$ cat config.mk
export PLATFORM = sky130hd
export DESIGN_NAME = mem_stage_lsu_flat
export DESIGN_NICKNAME = d
export VERILOG_FILES = /design/src/rtl/mem_stage_lsu_if.sv /design/src/rtl/mem_stage_lsu.sv /design/src/flat_wrapper.sv
export SDC_FILE = /design/constraint.sdc
export NUM_CORES = 1
export LEC_CHECK = 0
export ABC_CLOCK_PERIOD_IN_PS = 2300
export CORE_MARGIN = 2
export CORE_UTILIZATION = 45
export CTS_CLUSTER_SIZE = 25
export DETAILED_ROUTE_END_ITERATION = 8
export PLACE_DENSITY = 0.85
export SETUP_SLACK_MARGIN = 0.02
export SYNTH_ARGS = -nofsm -noshare
export SYNTH_HDL_FRONTEND = slang
export SYNTH_SLANG_ARGS = --single-unit
$ cat constraint.sdc
create_clock -name clk -period 2.3 [get_ports clk]
set_input_delay 0.575 -clock clk [delete_from_list [all_inputs] [get_ports clk]]
set_output_delay 0.575 -clock clk [all_outputs]
set_load 0.1 [all_outputs]
$ cat src/rtl/mem_stage_lsu_if.sv
// Data-memory bus between the load/store unit (master) and the data memory (slave).
// Handshake: req held until gnt, then one rvalid carries the read word.
interface mem_stage_lsu_if #(
    parameter int DATA_WIDTH = 32,
    parameter int ADDR_WIDTH = 32
);
    logic                    mem_req_o;
    logic                    mem_we_o;
    logic [DATA_WIDTH/8-1:0] mem_be_o;
    logic [ADDR_WIDTH-1:0]   mem_addr_o;
    logic [DATA_WIDTH-1:0]   mem_wdata_o;
    logic                    mem_gnt_i;
    logic                    mem_rvalid_i;
    logic [DATA_WIDTH-1:0]   mem_rdata_i;

    modport master (
        output mem_req_o, mem_we_o, mem_be_o, mem_addr_o, mem_wdata_o,
        input  mem_gnt_i, mem_rvalid_i, mem_rdata_i
    );

    modport slave (
        input  mem_req_o, mem_we_o, mem_be_o, mem_addr_o, mem_wdata_o,
        output mem_gnt_i, mem_rvalid_i, mem_rdata_i
    );
endinterface

$ cat src/rtl/mem_stage_lsu.sv
// MEM-stage load/store unit: one outstanding access over a variable-latency req/gnt/rvalid bus,
// with lane alignment, load extension, misalign rejection, grant-to-rvalid timeout and flush.
module mem_stage_lsu #(
    parameter int DATA_WIDTH = 32,
    parameter int ADDR_WIDTH = 32,
    parameter int TIMEOUT    = 16,
    parameter int RD_BITS    = 5
) (
    input  logic                  clk,
    input  logic                  rst,
    input  logic                  req_valid_i,
    output logic                  req_ready_o,
    input  logic                  req_we_i,
    input  logic [1:0]            req_size_i,
    input  logic                  req_unsigned_i,
    input  logic [ADDR_WIDTH-1:0] req_addr_i,
    input  logic [DATA_WIDTH-1:0] req_wdata_i,
    input  logic [RD_BITS-1:0]    req_rd_i,
    input  logic                  flush_i,
    mem_stage_lsu_if.master       mem,
    output logic                  resp_valid_o,
    output logic [DATA_WIDTH-1:0] resp_rdata_o,
    output logic [RD_BITS-1:0]    resp_rd_o,
    output logic                  misalign_o,
    output logic                  bus_err_o,
    output logic                  stall_o
);
    localparam int NB = DATA_WIDTH / 8;
    localparam int LB = $clog2(NB);
    localparam int CW = $clog2(TIMEOUT + 1);

    typedef enum logic [2:0] {S_IDLE, S_REQ, S_WAIT, S_RESP, S_DRAIN} state_t;

    state_t                r_state, w_state_nxt;
    logic                  r_we, r_unsigned, r_misalign;
    logic [1:0]            r_size;
    logic [LB-1:0]         r_off;
    logic [ADDR_WIDTH-1:0] r_addr;
    logic [NB-1:0]         r_be;
    logic [DATA_WIDTH-1:0] r_wdata, r_rdata;
    logic [RD_BITS-1:0]    r_rd;
    logic [CW-1:0]         r_cnt;

    logic [LB-1:0]         w_off;
    logic                  w_bad, w_accept, w_timeout, w_resp_valid, w_bus_err, w_sign;
    logic [15:0]           w_be_mask;
    logic [DATA_WIDTH-1:0] w_shift, w_keep, w_ext;
    logic [CW-1:0]         w_cnt_inc;

    assign w_off     = req_addr_i[LB-1:0];
    assign w_be_mask = (16'd1 << (5'd1 << req_size_i)) - 16'd1;
    assign w_accept  = (r_state == S_IDLE) && req_valid_i && !w_bad;
    assign w_cnt_inc = r_cnt + 1'b1;
    assign w_timeout = (w_cnt_inc == CW'(TIMEOUT));

    always_comb begin
        w_bad = 1'b0;
        case (req_size_i)
            2'd1:    w_bad = req_addr_i[0];
            2'd2:    w_bad = |req_addr_i[1:0];
            2'd3:    w_bad = (DATA_WIDTH == 32) || (|req_addr_i[2:0]);
            default: w_bad = 1'b0;
        endcase
    end

    // Load result: move the addressed lane down to bit 0, then fill above the access width.
    assign w_shift = mem.mem_rdata_i >> {r_off, 3'b000};
    always_comb begin
        w_keep = '1;
        w_sign = w_shift[DATA_WIDTH-1];
        case (r_size)
            2'd0:    begin w_keep = DATA_WIDTH'(8'hFF);         w_sign = w_shift[7];  end
            2'd1:    begin w_keep = DATA_WIDTH'(16'hFFFF);      w_sign = w_shift[15]; end
            2'd2:    begin w_keep = DATA_WIDTH'(32'hFFFF_FFFF); w_sign = w_shift[31]; end
            default: begin w_keep = '1;                         w_sign = w_shift[DATA_WIDTH-1]; end
        endcase
    end
    assign w_ext = (w_shift & w_keep) | ({DATA_WIDTH{w_sign & ~r_unsigned}} & ~w_keep);

    always_comb begin
        w_state_nxt  = r_state;
        w_resp_valid = 1'b0;
        w_bus_err    = 1'b0;
        case (r_state)
            S_IDLE:  if (w_accept) w_state_nxt = S_REQ;
            S_REQ: begin
                if (mem.mem_gnt_i)  w_state_nxt = flush_i ? S_DRAIN : S_WAIT;
                else if (flush_i)   w_state_nxt = S_IDLE;
            end
            // rvalid outranks the timeout; a flush turns the wait into a silent drain.
            S_WAIT: begin
                if (flush_i) begin
                    w_state_nxt = (mem.mem_rvalid_i || w_timeout) ? S_IDLE : S_DRAIN;
                end else if (mem.mem_rvalid_i) begin
                    w_state_nxt = S_RESP;
                end else if (w_timeout) begin
                    w_bus_err   = 1'b1;
                    w_state_nxt = S_IDLE;
                end
            end
            S_RESP: begin
                w_resp_valid = !flush_i;
                w_state_nxt  = S_IDLE;
            end
            S_DRAIN: if (mem.mem_rvalid_i || w_timeout) w_state_nxt = S_IDLE;
            default: w_state_nxt = S_IDLE;
        endcase
    end

    always_ff @(posedge clk or negedge rst) begin
        if (!rst) begin
            r_state    <= S_IDLE;
            r_we       <= 1'b0;
            r_unsigned <= 1'b0;
            r_misalign <= 1'b0;
            r_size     <= '0;
            r_off      <= '0;
            r_addr     <= '0;
            r_be       <= '0;
            r_wdata    <= '0;
            r_rdata    <= '0;
            r_rd       <= '0;
            r_cnt      <= '0;
        end else begin
            r_state    <= w_state_nxt;
            r_misalign <= (r_state == S_IDLE) && req_valid_i && w_bad;
            if (w_accept) begin
                r_we       <= req_we_i;
                r_unsigned <= req_unsigned_i;
                r_size     <= req_size_i;
                r_off      <= w_off;
                r_addr     <= {req_addr_i[ADDR_WIDTH-1:LB], {LB{1'b0}}};
                r_be       <= NB'(w_be_mask << w_off);
                r_wdata    <= req_wdata_i << {w_off, 3'b000};
                r_rd       <= req_rd_i;
            end
            if (r_state == S_REQ && mem.mem_gnt_i) r_cnt <= '0;
            else if (r_state == S_WAIT || r_state == S_DRAIN) r_cnt <= w_cnt_inc;
            if (r_state == S_WAIT && mem.mem_rvalid_i) r_rdata <= r_we ? '0 : w_ext;
        end
    end

    assign mem.mem_req_o   = (r_state == S_REQ);
    assign mem.mem_we_o    = (r_state == S_REQ) && r_we;
    assign mem.mem_be_o    = (r_state == S_REQ) ? r_be : '0;
    assign mem.mem_addr_o  = r_addr;
    assign mem.mem_wdata_o = r_wdata;

    assign req_ready_o  = (r_state == S_IDLE);
    assign stall_o      = (r_state != S_IDLE);
    assign resp_valid_o = w_resp_valid;
    assign resp_rdata_o = w_resp_valid ? r_rdata : '0;
    assign resp_rd_o    = (w_resp_valid && !r_we) ? r_rd : '0;
    assign misalign_o   = r_misalign;
    assign bus_err_o    = w_bus_err;
endmodule

$ cat src/flat_wrapper.sv
// flat-port wrapper written by rule: the top's interface ports become plain ports
module mem_stage_lsu_flat 
#(
    parameter int DATA_WIDTH = 32,
    parameter int ADDR_WIDTH = 32,
    parameter int TIMEOUT    = 16,
    parameter int RD_BITS    = 5
)
  (clk, rst, req_valid_i, req_ready_o, req_we_i, req_size_i, req_unsigned_i, req_addr_i, req_wdata_i, req_rd_i, flush_i, resp_valid_o, resp_rdata_o, resp_rd_o, misalign_o, bus_err_o, stall_o, mem_mem_req_o, mem_mem_we_o, mem_mem_be_o, mem_mem_addr_o, mem_mem_wdata_o, mem_mem_gnt_i, mem_mem_rvalid_i, mem_mem_rdata_i);
  mem_stage_lsu_if #(.DATA_WIDTH(DATA_WIDTH), .ADDR_WIDTH(ADDR_WIDTH)) mem_i ();
  input  logic clk;
  input  logic rst;
  input  logic req_valid_i;
  output logic req_ready_o;
  input  logic req_we_i;
  input  logic [1:0] req_size_i;
  input  logic req_unsigned_i;
  input  logic [ADDR_WIDTH-1:0] req_addr_i;
  input  logic [DATA_WIDTH-1:0] req_wdata_i;
  input  logic [RD_BITS-1:0] req_rd_i;
  input  logic flush_i;
  output logic resp_valid_o;
  output logic [DATA_WIDTH-1:0] resp_rdata_o;
  output logic [RD_BITS-1:0] resp_rd_o;
  output logic misalign_o;
  output logic bus_err_o;
  output logic stall_o;
  output wire logic [$bits(mem_i.mem_req_o)-1:0] mem_mem_req_o;
  output wire logic [$bits(mem_i.mem_we_o)-1:0] mem_mem_we_o;
  output wire logic [$bits(mem_i.mem_be_o)-1:0] mem_mem_be_o;
  output wire logic [$bits(mem_i.mem_addr_o)-1:0] mem_mem_addr_o;
  output wire logic [$bits(mem_i.mem_wdata_o)-1:0] mem_mem_wdata_o;
  input wire logic [$bits(mem_i.mem_gnt_i)-1:0] mem_mem_gnt_i;
  input wire logic [$bits(mem_i.mem_rvalid_i)-1:0] mem_mem_rvalid_i;
  input wire logic [$bits(mem_i.mem_rdata_i)-1:0] mem_mem_rdata_i;
  assign mem_mem_req_o = mem_i.mem_req_o;
  assign mem_mem_we_o = mem_i.mem_we_o;
  assign mem_mem_be_o = mem_i.mem_be_o;
  assign mem_mem_addr_o = mem_i.mem_addr_o;
  assign mem_mem_wdata_o = mem_i.mem_wdata_o;
  assign mem_i.mem_gnt_i = mem_mem_gnt_i;
  assign mem_i.mem_rvalid_i = mem_mem_rvalid_i;
  assign mem_i.mem_rdata_i = mem_mem_rdata_i;
  mem_stage_lsu #(.DATA_WIDTH(DATA_WIDTH), .ADDR_WIDTH(ADDR_WIDTH), .TIMEOUT(TIMEOUT), .RD_BITS(RD_BITS)) u_core (.clk(clk), .rst(rst), .req_valid_i(req_valid_i), .req_ready_o(req_ready_o), .req_we_i(req_we_i), .req_size_i(req_size_i), .req_unsigned_i(req_unsigned_i), .req_addr_i(req_addr_i), .req_wdata_i(req_wdata_i), .req_rd_i(req_rd_i), .flush_i(flush_i), .mem(mem_i), .resp_valid_o(resp_valid_o), .resp_rdata_o(resp_rdata_o), .resp_rd_o(resp_rd_o), .misalign_o(misalign_o), .bus_err_o(bus_err_o), .stall_o(stall_o));
endmodule
# Yosys cells after proc, flatten, opt, wreduce, memory -nomap -nowiden
# Cells that the tools add are included.
# W data, S select, Z words.
totals:
  register_bits: 118
  in_bits: 111
  out_inout_bits: 112
op_classes:
  addsub: 2
  n_eq_ne: 13
  n_shift: 5
  mux: 24
  bitwise: 6
  reduce_logical: 18
ops:
  columns: ["operator", "count"]
  rows:
  - ["$and A32 B32 Y32", 2]
  - ["$mux W32", 2]
  - ["$pmux W32 S2", 1]
  - ["$not A32 Y32", 1]
  - ["$or A32 B32 Y32", 1]
  - ["$shl A32 B5 Y32", 1]
  - ["$shr A32 B5 Y32", 1]
  - ["$mux W3", 9]
  - ["$shl A1 B5 Y16 const A", 1]
  - ["$shl A16 B2 Y4", 1]
  - ["$sub A16 B1 Y16 const B", 1]
  - ["$mux W5", 3]
  - ["$pmux W3 S4", 1]
  - ["$logic_and A1 B1 Y1", 7]
  - ["$eq A3 B2 Y1 const B", 2]
  - ["$add A5 B1 Y5 const B", 1]
  - ["$eq A5 B5 Y1 const B", 1]
  - ["$mux W1", 5]
  - ["$shl A1 B2 Y5 const A", 1]
  - ["$eq A2 B1 Y1 const B", 2]
  - ["$eq A2 B2 Y1 const B", 2]
  - ["$mux W4", 1]
  - ["$ne A2 B1 Y1 const B", 2]
  - ["$ne A4 B3 Y1 const B", 1]
  - ["15 further kinds", 18]

# Longest topological paths before layout
# Gate-level depths: netlist (run 1).
logic_depth:
  word_depth: 6
  depth_mapped: 7
  mapped_depth_nobuf: 5

# Worst setup path after synthesis (run 1)
# Ideal clock, no wire load.
synth_timing:
  path_kind: "register to output"
  start: "reg u_core.r_state[1]"
  end: "out mem_mem_be_o[0]"
  arrival_ns: 3.995
  t_required_ns: 1.725
  setup_slack_ns: -2.270
  stages_incl_launch_ff: 4
  cell_sequence: "dfrtp_1 -> buf_4 -> nor3b_1 -> and2_1"
synth_between:
  elab_chain_len: 2
synth_lines:
  columns: ["item", "line", "rtl"]
  rows:
  - ["from (decl)", "mem_stage_lsu.sv:34", "state_t r_state, w_state_nxt;"]
  - ["from (signal assigned)", "mem_stage_lsu.sv:125", "r_state <= w_state_nxt;"]
  - ["$eq A3 B1 Y1", null, null]
  - ["via mem_mem_req_o", "flat_wrapper.sv:28", "output wire logic [$bits(mem_i.mem_req_o)-1:0] mem_mem_req_o;"]
  - ["$mux W4", "mem_stage_lsu.sv:145", "assign mem.mem_be_o = (r_state == S_REQ) ? r_be : '0;"]
  - ["to (decl)", "flat_wrapper.sv:30", "output wire logic [$bits(mem_i.mem_be_o)-1:0] mem_mem_be_o;"]
# The timed path passes the listed nets, and every way through them passes these cells.

# Worst setup path in the final report (run 1)
layout_timing:
  start: "reg u_core.r_state[2]"
  end: "out resp_rd_o[0]"
layout_between:
  elab_chain_len: 4
layout_lines:
  columns: ["item", "line", "rtl"]
  rows:
  - ["$eq A3 B2 Y1", "mem_stage_lsu.sv:84", "case (r_state)"]
  - ["$mux W1", "mem_stage_lsu.sv:84", null]
  - ["$logic_and A1 B1 Y1", "mem_stage_lsu.sv:153", "assign resp_rd_o = (w_resp_valid && !r_we) ? r_rd : '0;"]
  - ["$mux W5", "mem_stage_lsu.sv:153", null]
  - ["to (decl)", "flat_wrapper.sv:24", "output logic [RD_BITS-1:0] resp_rd_o;"]
# Every way passes these cells.

==> results of run 1 <==
where the power goes:
| group | internal [mW] | switching, mW | total (mW) | leakage [nW] |
|---|---|---|---|---|
| Sequential | 2.91 | 0.568 | 3.48 | 1.48 |
| Combinational | 1.98 | 4.91 | 6.89 | 2.56 |
| Clock | 1.78 | 0.987 | 2.76 | 0.301 |
| Total | 6.67 | 6.46 | 13.1 | 4.34 |
logic make-up (layout without fill, tap and decap cells):
| logic type | Yosys count | in the layout | synth area share (%) |
|---|---|---|---|
| compound gates | 90 | 90 | 11.10 |
| fa+ha+maj | 1 | 1 | 0.2102 |
| buf+inv | 48 | 301 | 3.721 |
| simple gates | 142 | 142 | 13.04 |
| other cells | 1 | 2 | 0.06302 |
| flops | 118 | 118 | 49.62 |
| mux | 117 | 117 | 21.51 |
| xor+xnor | 5 | 5 | 0.7359 |
worst register-to-register path, delay by kind of cell (launching register included):
| kind | cells | cell delay (ps) |
|---|---|---|
| simple gates | 2 | 710 |
| compound gates | 2 | 810 |
| buf+inv | 1 | 180 |
| flops | 1 | 370 |
cell usage in the layout (no fill, tap or decap), types with 2 or more instances in the layout:
cell type and count:
clkinv_4 4, inv_6 3, buf_12 53, dfrtp_1 117, o21ai_0 25, nand2_1 37
xnor2_1 5, mux2_2 76, a21oi_1 12, clkbuf_16 17, nor4b_1 4, nor2b_1 13
mux2i_1 39, a211oi_1 17, bufinv_16 3, conb_1 2, and2_2 20, buf_4 96
clkdlybuf4s50_1 107, nor3_4 2, or4_4 2, o22ai_1 2, a221o_1 6, o21a_1 2
clkinvlp_4 2, and2_4 22, a221o_2 10, clkbuf_8 2, nor2_1 28, o211ai_1 2
a22o_1 8, inv_1 10
stage by stage:
step	hold slack (ps)	instances	setup slack (ps)	cell area, sq um	utilization (%)
after floorplan	279.4	523	-326.7	6072	-
after global placement	460.1	917	-356.7	8965	68.51
after detailed placement	462.0	917	-414.3	8965	68.51
after CTS	118.1	952	-132.4	9638	73.66
after global routing	135.2	952	-179.3	9644	73.70
final	116.2	952	-72.66	9644	73.70
registers in the layout, indices dropped and copies added (netlist names):
name                    cells
u_core.r_off                2
u_core.r_rdata             32
u_core.r_we                 1
u_core.r_unsigned           1
u_core.r_cnt                5
u_core.r_be                 4
u_core.mem.mem_addr_o      30
u_core.r_size               2
u_core.r_state              3
u_core.r_rd                 5
u_core.misalign_o           1
u_core.mem.mem_wdata_o     32
area by class of cell:
class                   count  share of cell area [%]
flip-flops and latches    118                   30.63
multi-input cells         357                   30.33
repair buffers            259                   29.89
clock buffers              19                   4.696
well taps                 176                   2.283
clock inverters            13                   1.777
inverters                  10                  0.3892
worst paths after layout:
check                                   startpoint  slack, ps                 end  cells past startpoint
worst min register to register  u_core.r_rdata[15]        470  u_core.r_rdata[15]                      2
worst min-delay path                           rst        120  u_core.r_rdata[11]                      1
max in group asynchronous                      rst       1570   u_core.r_state[0]                      2
worst max-delay path             u_core.r_state[2]        -70        resp_rd_o[0]                      6
worst max register to register   u_core.r_state[2]        170  u_core.r_rdata[17]                      5
min in group clk                u_core.r_rdata[15]        470  u_core.r_rdata[15]                      2
synth_stat cells, drive strengths merged, types with 3 or more instances:
cell type  instances  area, sq um
nand2             37        138.9
nor3b              3        22.52
clkbuf            16        61.30
o21ai             25        125.1
a211oi            18        147.6
dfrtp            118         2953
buf               22        122.6
nor2              28        105.1
a21oi             12        60.06
mux2              77        867.1
and2              43        269.0
a22o               8        70.07
nor4b              5        58.80
a221o             16        172.7
xnor2              5        43.79
nor2b             14        87.58
mux2i             39        390.4
inv               10        37.54
nor3               3        20.02
metal layers:
layer	routed length [microns]	part of all wire, %
met1	6544	36
met2	9525	52
met3	1543	8.5
met4	594	3.3
met5	0	0
what timing repair did:
| item | 4_1_cts | 5_1_grt |
|---|---|---|
| buffers inserted | 3 | 0 |
| gates resized for setup | 14 | 3 |
| gates cloned | 0 | 0 |
| setup endpoints to repair | 45 | 46 |
| pin swaps | 6 | 9 |
==> summary.md, run 1 <==
| Metric | Value |
|---|---|
| Post-synthesis sequential area ratio | 49.62% |
| Number of synthesized flops with an enable pin | 0 |
| Outcome | finished with violations |
| Layout cells sized above 1 | 41.88% |
| Row cnt | 42 |
| Worst EP required | 1730 ps |
| Worst slew margin | 54.30% |
| Synth Register Bits | 118 |
| Sink Count | 118 |
| Setup violations, final | 38 |
| Die width | 119.0 microns |
| Async SR Flop Fraction | 100.0% |
| Pins over their slew limit | 0 |
| Global route overflow | 0 |
| Via density | 5.451 |
| Multi-input gate area | 2925 sq um |
| Critical path class | register to primary output |
| CP delay by family, top | simple AND/OR/NAND/NOR gates |
| Die ar. | 14160 sq um |
| Vias | 5189 |
| Crit end category | primary output |
| IO buf count | 220 |
| Area growth syn-to-layout | 62.07% |
| Root buffer cell | clkbuf_16 |
| Global-route wire length before repair | 29.13 mm |
| I/O pin count | 223 |
| Peak supply drop | 1.229 mV |
| Cts-stage hold buffer count | 0 |
| Failing checks | setup timing |
| Worst-Margin Slew | 683.3 ps |
| DRT iter0 DRCs | 358 |
| Worst EP arrival | 1800 ps |
| Clock Path Buffers | 2 |
| Met1 Use GR | 28.53% |
| Leakage power | 4.339 nW |
| Max Fclk | 421.5 MHz |
| Register Area | 2954 sq um |
| Largest net degree at the start of global routing | 49 |
| Clock slew at the register clock pins of the worst setup and hold paths | 60 ps |
| Met3 GRT Util | 9.435% |
| Crit path buf inv count | 2 |
| Final Skew | 5.969 ps |
| GR Util met2 | 47.09% |
| Routability cong. | 0.8376 |
| Worst path slowest cell | dfrtp_1 |
| Final nets | 875 |
| CP max stage delay | 370 ps |
| Setup TNS | -2227 ps |
| RSZ-0062 raised after global routing | yes |
| Final hold vios | 0 |
| Class of the worst hold path | input port to asynchronous set/reset pin |
| # fillers | 840 |
| # H-tree levels | 4 |
| Gr busiest metal | met2 |
| Critical-path maximum fanout | 5 |
| Final WL | 18.21 mm |
| DP HPWL | 13.65 mm |
| Per-cell routed wire length | 19.13 microns |
| TritonCTS Buffers | 17 |
| Drt drc | 0 |
| Cell Area, Synth | 5951 sq um |
| Startpoint types | register |
| Vias in the first global route | 5566 |
| Number of diodes | 0 |
| MaxCap Viol Count | 0 |
| Syn Inst Count | 522 |
| Pwr per Cell Area | 1361 nW/um^2 |
| Initial antenna violation count | 0 |
| Synth Flop Type | dfrtp_1 |
| TritonCTS clock tree | yes |
| Ordered list of cells on the worst path | nand2b_4, nor3b_2, buf_4, nor2b_4, and2_4, buf_12 |
| Routed Antenna Nets | 0 |
| DRT Pass-1 Iters | 5 |
| Final worst setup slack | -72.66 ps |
| Initial Utilization | 45.48% |
| Overall Global Routing Usage | 26.48% |
| Count of unique library cells instantiated by Yosys | 47 |
| Synth warn | 0 |
| Syn avg cell area | 11.40 sq um |
| Fin crit period | 2373 ps |
| Core area | 13090 sq um |
| Final Power | 13.13 mW |
| Die height | 119.0 microns |
| Final worst-path cycle share | 103.2% |
| Worst skew pair latency | 410 ps |
No activity file was read; power rests on OpenSTA's default activity.
==> run 2, diff against run 1 <==
--- a/config.mk
+++ b/config.mk
@@ -10,7 +10,7 @@
 export CORE_UTILIZATION = 45
 export CTS_CLUSTER_SIZE = 25
 export DETAILED_ROUTE_END_ITERATION = 8
-export PLACE_DENSITY = 0.85
+export PLACE_DENSITY_LB_ADDON = 0.12
 export SETUP_SLACK_MARGIN = 0.02
 export SYNTH_ARGS = -nofsm -noshare
 export SYNTH_HDL_FRONTEND = slang
==> run 2 against run 1 <==
Net effect:
- the flow still finishes with violations (setup timing)
- largest power group unchanged
- wire length decreased by 11%
- worst hold slack improved by 24 ps
- sequential power decreased by 1%
- final cell count increased by 0.63%
- flip-flop and latch count unchanged
- power decreased by 3.2%
- global-route usage decreased by 3.0 points
==> summary.md, run 2 (synthesized netlist as in run 1, its figures left out) <==
| Metric | Value |
|---|---|
| Outcome | finished with violations |
| Failing checks | setup timing |
| Fin crit period | 2406 ps (+33.83 ps) |
| Layout Cells excl Fill | 958 (+0.63%) |
| Final Power | 12.71 mW (-3.2%) |
| Final hold vios | 0 (unchanged) |
| Routability cong. | 0.8415 (+0.47%) |
| I/O pin count | 223 (unchanged) |
| Initial antenna violation count | 0 (unchanged) |
| Initial Utilization | 45.48% (unchanged) |
| Vias in the first global route | 5242 (-5.8%) |
| Max Fclk | 415.5 MHz (-1.4%) |
| Area growth syn-to-layout | 61.86% |
| Core area | 13090 sq um (unchanged) |
| Drt drc | 0 (unchanged) |
| Largest net degree at the start of global routing | 39 (-20%) |
| Overall Global Routing Usage | 23.47% (-3.0 points) |
| Worst EP required | 1730 ps (about the same) |
| Vias | 5019 (-3.3%) |
| Clock Path Buffers | 2 (unchanged) |
| Via density | 5.239 (-3.9%) |
| Switch share | 49.27% (+0.063 points) |
| Critical-path maximum fanout | 5 (unchanged) |
| Startpoint types | register |
| Worst path slowest cell | dfrtp_1 |
| Pins over their slew limit | 0 (unchanged) |
| # H-tree levels | 4 (unchanged) |
| DRT iter0 DRCs | 212 (-41%) |
| RSZ-0062 raised after global routing | yes |
| Worst EP arrival | 1830 ps (+30 ps) |
| Root buffer cell | clkbuf_16 |
| Number of diodes | 0 (unchanged) |
| Worst skew pair latency | 410 ps (about the same) |
| Leakage power | 4.345 nW (+0.14%) |
| Peak supply drop | 1.222 mV (-0.58%) |
| Critical path class | register to primary output |
| Pwr per Cell Area | 1319 nW/um^2 (-3.1%) |
| Final worst setup slack | -106.5 ps (-33.83 ps) |
| Layout cells sized above 1 | 42.07% (+0.19 points) |
| Final WL | 16.24 mm (-11%) |
| Clock Power Share | 19.1% (-1.9 points) |
| Clock slew at the register clock pins of the worst setup and hold paths | 50 ps (about the same) |
| IO buf count | 220 (unchanged) |
| Per-cell routed wire length | 16.95 microns (-11%) |
| Die height | 119.0 microns (unchanged) |
| Routed Antenna Nets | 0 (unchanged) |
| Final Skew | 4.637 ps (-1.332 ps) |
| DRT Pass-1 Iters | 4 (-1) |
| Die width | 119.0 microns (unchanged) |
| Reg2Reg Depth | 5 (unchanged) |
| DP HPWL | 12.21 mm (-11%) |
| Commonest non-fill, non-tap cell in the layout | dfrtp_1 |
| Worst slew margin | 51.69% (-2.6 points) |
| Die ar. | 14160 sq um (unchanged) |
| Commonest cells after routing, fill and taps aside | dfrtp_1, clkdlybuf4s50_1, buf_4 |
| Setup violations, final | 39 (+2.6%) |
| Psw | 6.261 mW (-3.1%) |
| Combinational Power Share | 53.8% (+1.3 points) |
| TritonCTS clock tree | yes |
| Final worst-path cycle share | 104.6% (+1.5 points) |
| Worst-Margin Slew | 723.2 ps (+39.91 ps) |
| CP max stage delay | 370 ps (about the same) |
| Setup TNS | -2518 ps (-290.6 ps) |
| Global-route wire length before repair | 26.25 mm (-9.9%) |
| Placed cell count | 923 (+0.65%) |
| Fin util | 73.61% (-0.096 points) |
| Reg-to-reg startpoint | u_core.r_state[0] |
| Sink Count | 118 (unchanged) |
| Crit end category | primary output |
| Final nets | 883 (+0.91%) |
| Row cnt | 42 (unchanged) |
| MaxCap Viol Count | 0 (unchanged) |
| Seq pwr share | 27.1% (+0.6 points) |
| Global route overflow | 0 (unchanged) |
| Worst r2r dst | u_core.r_rdata[22] |
| TritonCTS Buffers | 17 (unchanged) |
| Cts-stage hold buffer count | 0 (unchanged) |
| R2R setup slack | 210 ps (+40 ps) |
| Class of the worst hold path | input port to asynchronous set/reset pin |
| Pint | 6.446 mW (-3.3%) |
| Ordered list of cells on the worst path | nand2b_4, nor3b_4, nor2b_4, and2_4, buf_12 |
-- run 2: changes by cell type in the layout (fill, tap and decap cells not counted), sizes merged --
cell	change
clkinvlp	+2
inv	-3
clkinv	-1
clkdlybuf4s50	-1
buf	+9
bufinv	-2
clkbuf	+2
-- run 2: power by group through the flow --
stage | clock, mW | sequential [mW] | combinational, mW
6_report | 2.43 | 3.44 | 6.84
2_1_floorplan | 0 | 6.61 | 1.88
3_5_place_dp | 0 | 3.46 | 6.81
3_3_place_gp | 0 | 3.41 | 6.72
4_1_cts | 2.46 | 3.44 | 6.84
5_1_grt | 2.56 | 3.55 | 7.10
-- run 2: worst max-delay path by stage --
stage	from	endpoint	slack, ps	depth (start not counted)
after floorplan	u_core.r_state[2]	stall_o	-330	3
after global placement	flush_i	resp_rd_o[3]	-380	6
after detailed placement	flush_i	resp_rd_o[3]	-400	6
after CTS	u_core.r_state[2]	resp_rdata_o[18]	-140	5
after global routing	u_core.r_state[2]	resp_rd_o[0]	-190	5
final	u_core.r_state[2]	resp_rd_o[0]	-110	5
-- run 2: timing repair --
action / 4_1_cts / 5_1_grt
gates cloned: 0 / 0
pin swaps: 6 / 7
endpoints found under the setup margin: 45 / 45
gates resized for setup: 11 / 7
buffers inserted: 2 / 4
-- run 2: final cells by class --
cell class                 count  area, sq um
clock buffer                  21        460.4
clock inverter                 9        80.08
fill                         938         3453
inverter                      10        37.54
multi-input combinational    357         2928
sequential                   118         2953
tap                          176        220.2
timing repair buffer         267         2953
-- run 2: metal layers --
metal / track usage [%] / share of wire (%)
met3: 6.801 / 6.5
met5: 0 / 0
met1: 28.68 / 41
met2: 39.80 / 51
met4: 7.887 / 1.3
-- run 2: critical path, delay by kind of cell, from the launching register on --
| family | cells | cell delay, ps |
|---|---|---|
| flip-flops | 1 | 370 |
| AND/OR/NAND/NOR | 4 | 870 |
| buffers and inverters | 1 | 170 |
-- run 2: metrics by stage --
step	hold slack, ps	area [sq um]	setup slack, ps
after floorplan	279.4	6072	-326.7
after CTS	145.9	9588	-143.2
after detailed placement	468.5	9011	-402.2
after global placement	459.2	9011	-376.2
after global routing	174.0	9632	-192.1
final	140.4	9632	-106.5
